$ cat src/rtl/risk_ldst.sv
// risk_ldst: load/store sequencer and tile register file placed in front of risk_mem.
// It accepts one tile command at a time. It drives risk_mem's addr, strides, we and
// dat_w, and holds them for the memory's read or write latency. On a load it captures
// dat_r into a tile register. The register file also has one ALU read port and one
// ALU write port.
// Ports:
//   clk, reset                    clock, asynchronous active-high reset
//   cmd_valid / cmd_ready         command handshake (ready only while idle)
//   cmd_store, cmd_reg            direction (1=store) and tile register index
//   cmd_addr, cmd_stride_x/_y     base element address and strides for risk_mem
//   done                          one-cycle pulse when a command completes
//   mem_addr, mem_stride_x/_y     held address/strides to risk_mem
//   mem_we, mem_dat_w, mem_dat_r  write enable, write tile, read tile
//   rf_raddr, rf_rdata            ALU read port, 1-cycle registered latency
//   rf_we, rf_waddr, rf_wdata     ALU write port
module risk_ldst #(
   parameter int unsigned SZ     = 4,
   parameter int unsigned LOGCNT = 5,
   parameter int unsigned BITS   = 18,
   parameter int unsigned NREG   = 4,
   parameter int unsigned RD_LAT = 4,
   parameter int unsigned WR_LAT = 3,
   localparam int unsigned AW    = 10 + LOGCNT,
   localparam int unsigned SW    = AW - 1,
   localparam int unsigned TW    = BITS * SZ * SZ,
   localparam int unsigned RW    = $clog2(NREG)
) (
   input  logic          clk,
   input  logic          reset,
   input  logic          cmd_valid,
   output logic          cmd_ready,
   input  logic          cmd_store,
   input  logic [RW-1:0] cmd_reg,
   input  logic [AW-1:0] cmd_addr,
   input  logic [SW-1:0] cmd_stride_x,
   input  logic [SW-1:0] cmd_stride_y,
   output logic          done,
   output logic [AW-1:0] mem_addr,
   output logic [SW-1:0] mem_stride_x,
   output logic [SW-1:0] mem_stride_y,
   output logic          mem_we,
   output logic [TW-1:0] mem_dat_w,
   input  logic [TW-1:0] mem_dat_r,
   input  logic [RW-1:0] rf_raddr,
   output logic [TW-1:0] rf_rdata,
   input  logic          rf_we,
   input  logic [RW-1:0] rf_waddr,
   input  logic [TW-1:0] rf_wdata
);

   localparam int unsigned MAXLAT = (RD_LAT > WR_LAT) ? RD_LAT : WR_LAT;
   localparam int unsigned CW     = $clog2(MAXLAT + 1);

   typedef enum logic [1:0] {IDLE, WR, RD, DONE} state_t;

   state_t        state, state_nxt;
   logic [CW-1:0] cnt, cnt_nxt;
   logic          accept;
   logic          ld_wb;
   logic [RW-1:0] reg_q;
   logic [TW-1:0] regs [NREG];
   logic          cmd_ready_nxt, done_nxt, mem_we_nxt;

   // cmd_ready is high exactly when the sequencer is idle.
   assign accept = cmd_valid & cmd_ready;

   // State register
   always_ff @(posedge clk or posedge reset) begin
      if (reset) begin
         state <= IDLE;
         cnt   <= '0;
      end else begin
         state <= state_nxt;
         cnt   <= cnt_nxt;
      end
   end

   // Next state. The latency counter runs 0..LAT-1 inside WR/RD.
   always_comb begin
      state_nxt = state;
      cnt_nxt   = cnt;
      ld_wb     = 1'b0;
      case (state)
         IDLE: begin
            if (accept) begin
               state_nxt = cmd_store ? WR : RD;
               cnt_nxt   = '0;
            end
         end
         WR: begin
            if (cnt == CW'(WR_LAT - 1)) state_nxt = DONE;
            else                        cnt_nxt   = cnt + CW'(1);
         end
         RD: begin
            if (cnt == CW'(RD_LAT - 1)) begin
               state_nxt = DONE;
               ld_wb     = 1'b1;
            end else begin
               cnt_nxt = cnt + CW'(1);
            end
         end
         DONE:    state_nxt = IDLE;
         default: state_nxt = IDLE;
      endcase
   end

   // Output decode from the next state, so the flops below hold the current-state values.
   always_comb begin
      cmd_ready_nxt = 1'b0;
      done_nxt      = 1'b0;
      mem_we_nxt    = 1'b0;
      case (state_nxt)
         IDLE:    cmd_ready_nxt = 1'b1;
         WR:      mem_we_nxt    = 1'b1;
         DONE:    done_nxt      = 1'b1;
         default: ;
      endcase
   end

   // Registered handshake/memory outputs. The command fields are captured once, at acceptance.
   always_ff @(posedge clk or posedge reset) begin
      if (reset) begin
         cmd_ready    <= 1'b1;
         done         <= 1'b0;
         mem_we       <= 1'b0;
         mem_addr     <= '0;
         mem_stride_x <= '0;
         mem_stride_y <= '0;
         mem_dat_w    <= '0;
         reg_q        <= '0;
      end else begin
         cmd_ready <= cmd_ready_nxt;
         done      <= done_nxt;
         mem_we    <= mem_we_nxt;
         if (accept) begin
            mem_addr     <= cmd_addr;
            mem_stride_x <= cmd_stride_x;
            mem_stride_y <= cmd_stride_y;
            reg_q        <= cmd_reg;
            // Pre-edge register value; a same-edge ALU write is not included.
            if (cmd_store) mem_dat_w <= regs[cmd_reg];
         end
      end
   end

   // Tile register file. The load writeback is assigned last, so it wins a same-index conflict.
   always_ff @(posedge clk or posedge reset) begin
      if (reset) begin
         for (int unsigned i = 0; i < NREG; i++) regs[i] <= '0;
         rf_rdata <= '0;
      end else begin
         rf_rdata <= regs[rf_raddr];
         if (rf_we) regs[rf_waddr] <= rf_wdata;
         if (ld_wb) regs[reg_q]    <= mem_dat_r;
      end
   end

endmodule

$ cat config.mk
export PLATFORM = sky130hd
export DESIGN_NAME = risk_ldst
export DESIGN_NICKNAME = d
export VERILOG_FILES = /design/src/rtl/risk_ldst.sv
export SDC_FILE = /design/constraint.sdc
export NUM_CORES = 2
export LEC_CHECK = 0
export BUFFER_PORTS_ARGS = -buffer_cell sky130_fd_sc_hd__buf_2
export CORE_AREA = 2 2 489 491
export DETAILED_ROUTE_END_ITERATION = 8
export DIE_AREA = 0 0 491 493
export PLACE_DENSITY = 0.59
export SLEW_MARGIN = 10
export SYNTH_ARGS = -nofsm -noshare
export SYNTH_HDL_FRONTEND = slang
export SYNTH_SLANG_ARGS = --single-unit
$ cat constraint.sdc
create_clock -name clk -period 75.7 [get_ports clk]
set_input_delay 3.785 -clock clk [delete_from_list [all_inputs] [get_ports clk]]
set_output_delay 3.785 -clock clk [all_outputs]
set_load 0.05 [all_outputs]
# ---- Word level (Yosys, flattened, before mapping)
# Cells that the tools add are included.
dict set report op_classes {
  addsub 1
  n_lt_le_gt_ge 6
  n_eq_ne 10
  muxes 28
  bitwise_logic 5
  n_reduce_logical 7
}
# op count
set op_table {}
lappend op_table {{$bwmux W1152} 2}
lappend op_table {{$mux W1152} 2}
lappend op_table {{$mux W288} 6}
lappend op_table {{$bmux W288 S2} 2}
lappend op_table {{$demux W288 S2} 2}
lappend op_table {{$ge A3 B3 Y1 const B} 4}
lappend op_table {{$not A2 Y3} 4}
lappend op_table {{$mux W3} 3}
lappend op_table {{$pmux W3 S3} 1}
lappend op_table {{$mux W2} 4}
lappend op_table {{$pmux W2 S4} 1}
lappend op_table {{$eq A2 B2 Y1 const B} 3}
lappend op_table {{$eq A3 B2 Y1 const B} 2}
lappend op_table {{$lt A3 B1 Y1 const B} 2}
lappend op_table {{$ne A2 B2 Y1 const B} 3}
lappend op_table {{$mux W1} 5}
lappend op_table {{$eq A2 B1 Y1 const B} 2}
lappend op_table {{$logic_not A2 Y1} 2}
lappend op_table {{$reduce_and A4 Y1} 1}
lappend op_table {{$add A3 B1 Y3 const B} 1}
lappend op_table {{$reduce_bool A3 Y1} 1}
lappend op_table {{$logic_and A1 B1 Y1} 2}
lappend op_table {{$reduce_and A2 Y1} 1}
lappend op_table {{$and A1 B1 Y1} 1}
dict set report totals {
  register_bits 1781
  output_inout_bits 622
  wordCells 72
}

# ---- Logic depth before layout (Yosys ltp)
dict set report depth {
  word_depth 9
  depth_mapped 8
  depth_no_buf 5
}

# ---- Worst setup path after synthesis
# Ideal clock, no wire load.
dict set report synth_path {
  path_kind {input to register}
  startpoint {input rf_raddr[0]}
  endpoint {register rf_rdata[148]}
  setup_ns 0.138
  arrival_ns 4.923
  required_ns 75.562
  path_slack_ns 70.639
  path_stages 4
  path_buffers 3
  cell_sequence {buf_2 > buf_2 > buf_2 > mux4_2}
}
dict set report synth_via {
  elab_chain_cells 4
}
# element line_no
set synth_lines {}
lappend synth_lines {{from (decl)} 44} ;# input logic [RW-1:0] rf_raddr,
lappend synth_lines {{$not A2 Y3 (implied by the code)} 152} ;# rf_rdata <= regs[rf_raddr];
lappend synth_lines {{$bmux W288 S2} 152}
lappend synth_lines {{$mux W288 (implied by the code) (2 in a row)} 152}
lappend synth_lines {{to (signal assigned)} 152}
lappend synth_lines {{to (decl)} 45} ;# output logic [TW-1:0] rf_rdata,
# No other way between the ends. The select of a mux whose other input is x is not followed.
# A chain may end at the register's enable or synchronous reset.

# ---- Worst setup path after layout
dict set report layout_path {
  startpoint {input cmd_reg[1]}
  endpoint {register mem_dat_w[105]}
}
dict set report layout_via {
  elab_chain_cells 4
}
# element line_no
set layout_lines {}
lappend layout_lines {{from (decl)} 33} ;# input logic [RW-1:0] cmd_reg,
lappend layout_lines {{$not A2 Y3 (implied by the code)} 141} ;# if (cmd_store) mem_dat_w <= regs[cmd_reg];
lappend layout_lines {{$bmux W288 S2} 141}
lappend layout_lines {{$mux W288 (implied by the code) (2 in a row)} 141}
lappend layout_lines {{to (signal assigned)} 141}
lappend layout_lines {{to (decl)} 42} ;# output logic [TW-1:0] mem_dat_w,
# No other way between the ends. The select of a mux whose other input is x is not followed.

==> metrics.yaml <==
status: "complete, no violations"
maxCapViolCount: 0
grt_overflow: 0
first_iter_violations: 8540
path_common_cell: "buf_4"
leakage_uw: 0.0469
grt_pass1_wl_um: 503000
dpl.hpwl_um: 215000
cts_made_buffers: 198
clk_path_buf_depth: 3
ant_nets: 0
port_buffers: 1251
maxSlewHeadroom: 0.248
io-pin-count: 1252
final_common_cell: "nand2_1"
skew_ns: 0.0680
clk_pin_slew_ns: 0.06
die_y_um: 493
yosys_warnings: 0
power_density_mw_per_mm2: 39.0
critPathMaxFanout: 118
critPathKind: "input pin to register"
end_kind: "register"
fmaxAchievable_mhz: 132
setup_violations: 0
top_layer: "met5"
period_share: 0.100
worstPathRequired_ns: 76.35
clock-sinks: 1781
ctsHtreeMaxLevel: 4
num_rows: 179
synth_ff_type: "dfrtp_1"
syn_area_sq_mm: 0.0851
finalMaxSlewViolations: 0
tritoncts: "yes"
finalPower_uw: 3900
wl_per_cell_um: 26.4
worstMarginPinSlew_ns: 1.12
synthesis.nets: 9302
synth.distinct_cells: 35
crit_slowest_cell: "buf_4"
synth-edff-count: 0
cp_data_arrival_time_ns: 8.22
postCtsSetupBuffers: 0
hp-class: "register to register"
core_sq_mm: 0.237
clk_latency_ns: 0.86
rsz0062_at_grt: "no"
peakVddDrop_uv: 37.3
multi_input_area_sq_mm: 0.0370
finalHoldViolCount: 0
ys_seq_elements: 1781
drt-total-wl_um: 342000
tns_ns: 0
met2WireLength_um: 153000
chipWidth_um: 491
seq_area_frac_synth: 0.524
via_per_inst: 5.84
place_congestion: 0.884
cpLargestDelayFamily: "buffers and inverters"
start_kind: "input pin"
synthArstFlopShare: 1.00
synthCells: 8664
drcViolationCount: 0
grt_usage: 0.274
slowest_delay_ns: 0.81
ff_latch_area_sq_mm: 0.0446
final_cell_mix: "nand2_1, dfrtp_1, buf_2, nor2_1, a31oi_1"
cts-root-buf: "clkbuf_16"
dieArea_sq_mm: 0.242
grt_max_degree: 190
antenna_found_initial: 194
area_delta_synth_final_pct: 17.4
drive_gt1_frac: 0.209
drt_first_pass_iters: 9
wl_met1_um: 130000
avgSynthCellArea_sq_um: 9.82
nFillCells: 23006
wl_met3_um: 39400
post_cts_resized: 0
start_util: 0.359
worstPathCellList: "buf_8 -> buf_4 -> buf_4 -> buf_4 -> buf_12 -> mux2i_1 -> o221ai_1"
grt_pass1_vias: 72652
finalNetCount: 10141
postCtsHoldBufs: 0
finalCriticalPeriod_ns: 7.57
cp_num_buf_inv: 5
vias: 75637
-- path summary, 6_finish.rpt --
path	startpoint	to	slack (ns)	cells past startpoint
max in group asynchronous	reset	regs[837]$_DFF_PP0_	68.54	6
min	mem_dat_w[150]$_DFFE_PP0P_	mem_dat_w[150]$_DFFE_PP0P_	0.48	2
min in group asynchronous	reset	mem_dat_w[124]$_DFFE_PP0P_	3.01	2
max	cmd_reg[1]	mem_dat_w[105]$_DFFE_PP0P_	68.13	7
min reg2reg	mem_dat_w[150]$_DFFE_PP0P_	mem_dat_w[150]$_DFFE_PP0P_	0.48	2
max reg2reg	cnt[1]$_DFFE_PP0P_	regs[777]$_DFF_PP0_	70.18	9
-- kinds of logic (layout without fill, tap and decap cells) --
kind of cell    after synthesis  after routing  synth area share
simple gates               3770           3770             0.167
flops                      1781           1781             0.524
compound gates             1449           1449             0.115
mux                         912            912             0.150
buf+inv                     744           1735            0.0419
fa+ha+maj                     8              8           0.00118
other cells                   0            119                 0
-- worst reg2reg max path: cells and delay by family, from the launching register on --
family	cells	cell delay (ns)
AO/OA/AOI/OAI	1	0.23
adder cells (fa/ha/maj)	2	0.49
buffers and inverters	5	3.99
flip-flops	1	0.40
AND/OR/NAND/NOR	1	0.19
-- where the power goes --
part	leakage (uW)	internal [uW]	switching, uW	total (uW)
Sequential	0.0221	1290	248	1540
Clock	0.00320	566	420	986
Combinational	0.0216	408	964	1370
Total	0.0469	2270	1630	3900
-- metrics by stage --
stage | setup WS [ns] | utilization | hold slack (ns) | instances | instance area (sq um)
2_1_floorplan | 21.64 | - | 0.507 | 8664 | 85100
3_3_place_gp | 67.52 | 0.392 | 0.464 | 12470 | 93000
3_5_place_dp | 67.41 | 0.392 | 0.468 | 12470 | 93000
4_1_cts | 68.36 | 0.420 | 0.484 | 12822 | 99500
5_1_grt | 67.98 | 0.421 | 0.505 | 12897 | 99700
6_report | 68.13 | 0.421 | 0.482 | 12941 | 99800
-- Yosys cell counts, types with 6 or more instances --
library cell,count,area [sq um]
buf_4,55,413
buf_6,25,282
clkbuf_1,303,1140
dfrtp_1,1780,44500
ha_1,8,100
mux2i_1,578,5790
nor2_1,1152,4320
buf_1,54,203
nand2_1,2595,9740
mux2_2,46,518
buf_2,301,1510
o221ai_1,289,2530
inv_1,6,22.5
a31oi_1,1152,7210
mux4_2,288,6490
-- sequential cells by signal, summed over array words and instances (netlist names) --
signal        flops
state             2
cmd_ready         1
done              1
mem_stride_y     14
mem_addr         15
regs           1152
rf_rdata        288
reg_q             2
cnt               3
mem_we            1
mem_stride_x     14
mem_dat_w       288
-- layout make-up --
cell class / instances / share of cell area
Tap cell: 3167 / 0.0397
Multi-Input combinational cell: 6139 / 0.371
Clock inverter: 42 / 0.00572
Timing Repair Buffer: 1377 / 0.0745
Clock buffer: 310 / 0.0596
Antenna cell: 119 / 0.00298
Sequential cell: 1781 / 0.447
Inverter: 6 / 0.000301
-- metal layers --
metal	vias up	global-route usage
li1	32149	-
met1	38094	0.352
met2	4351	0.411
met3	905	0.0892
met4	138	0.145
met5	-	0
Power figures use the tool's default switching activity.
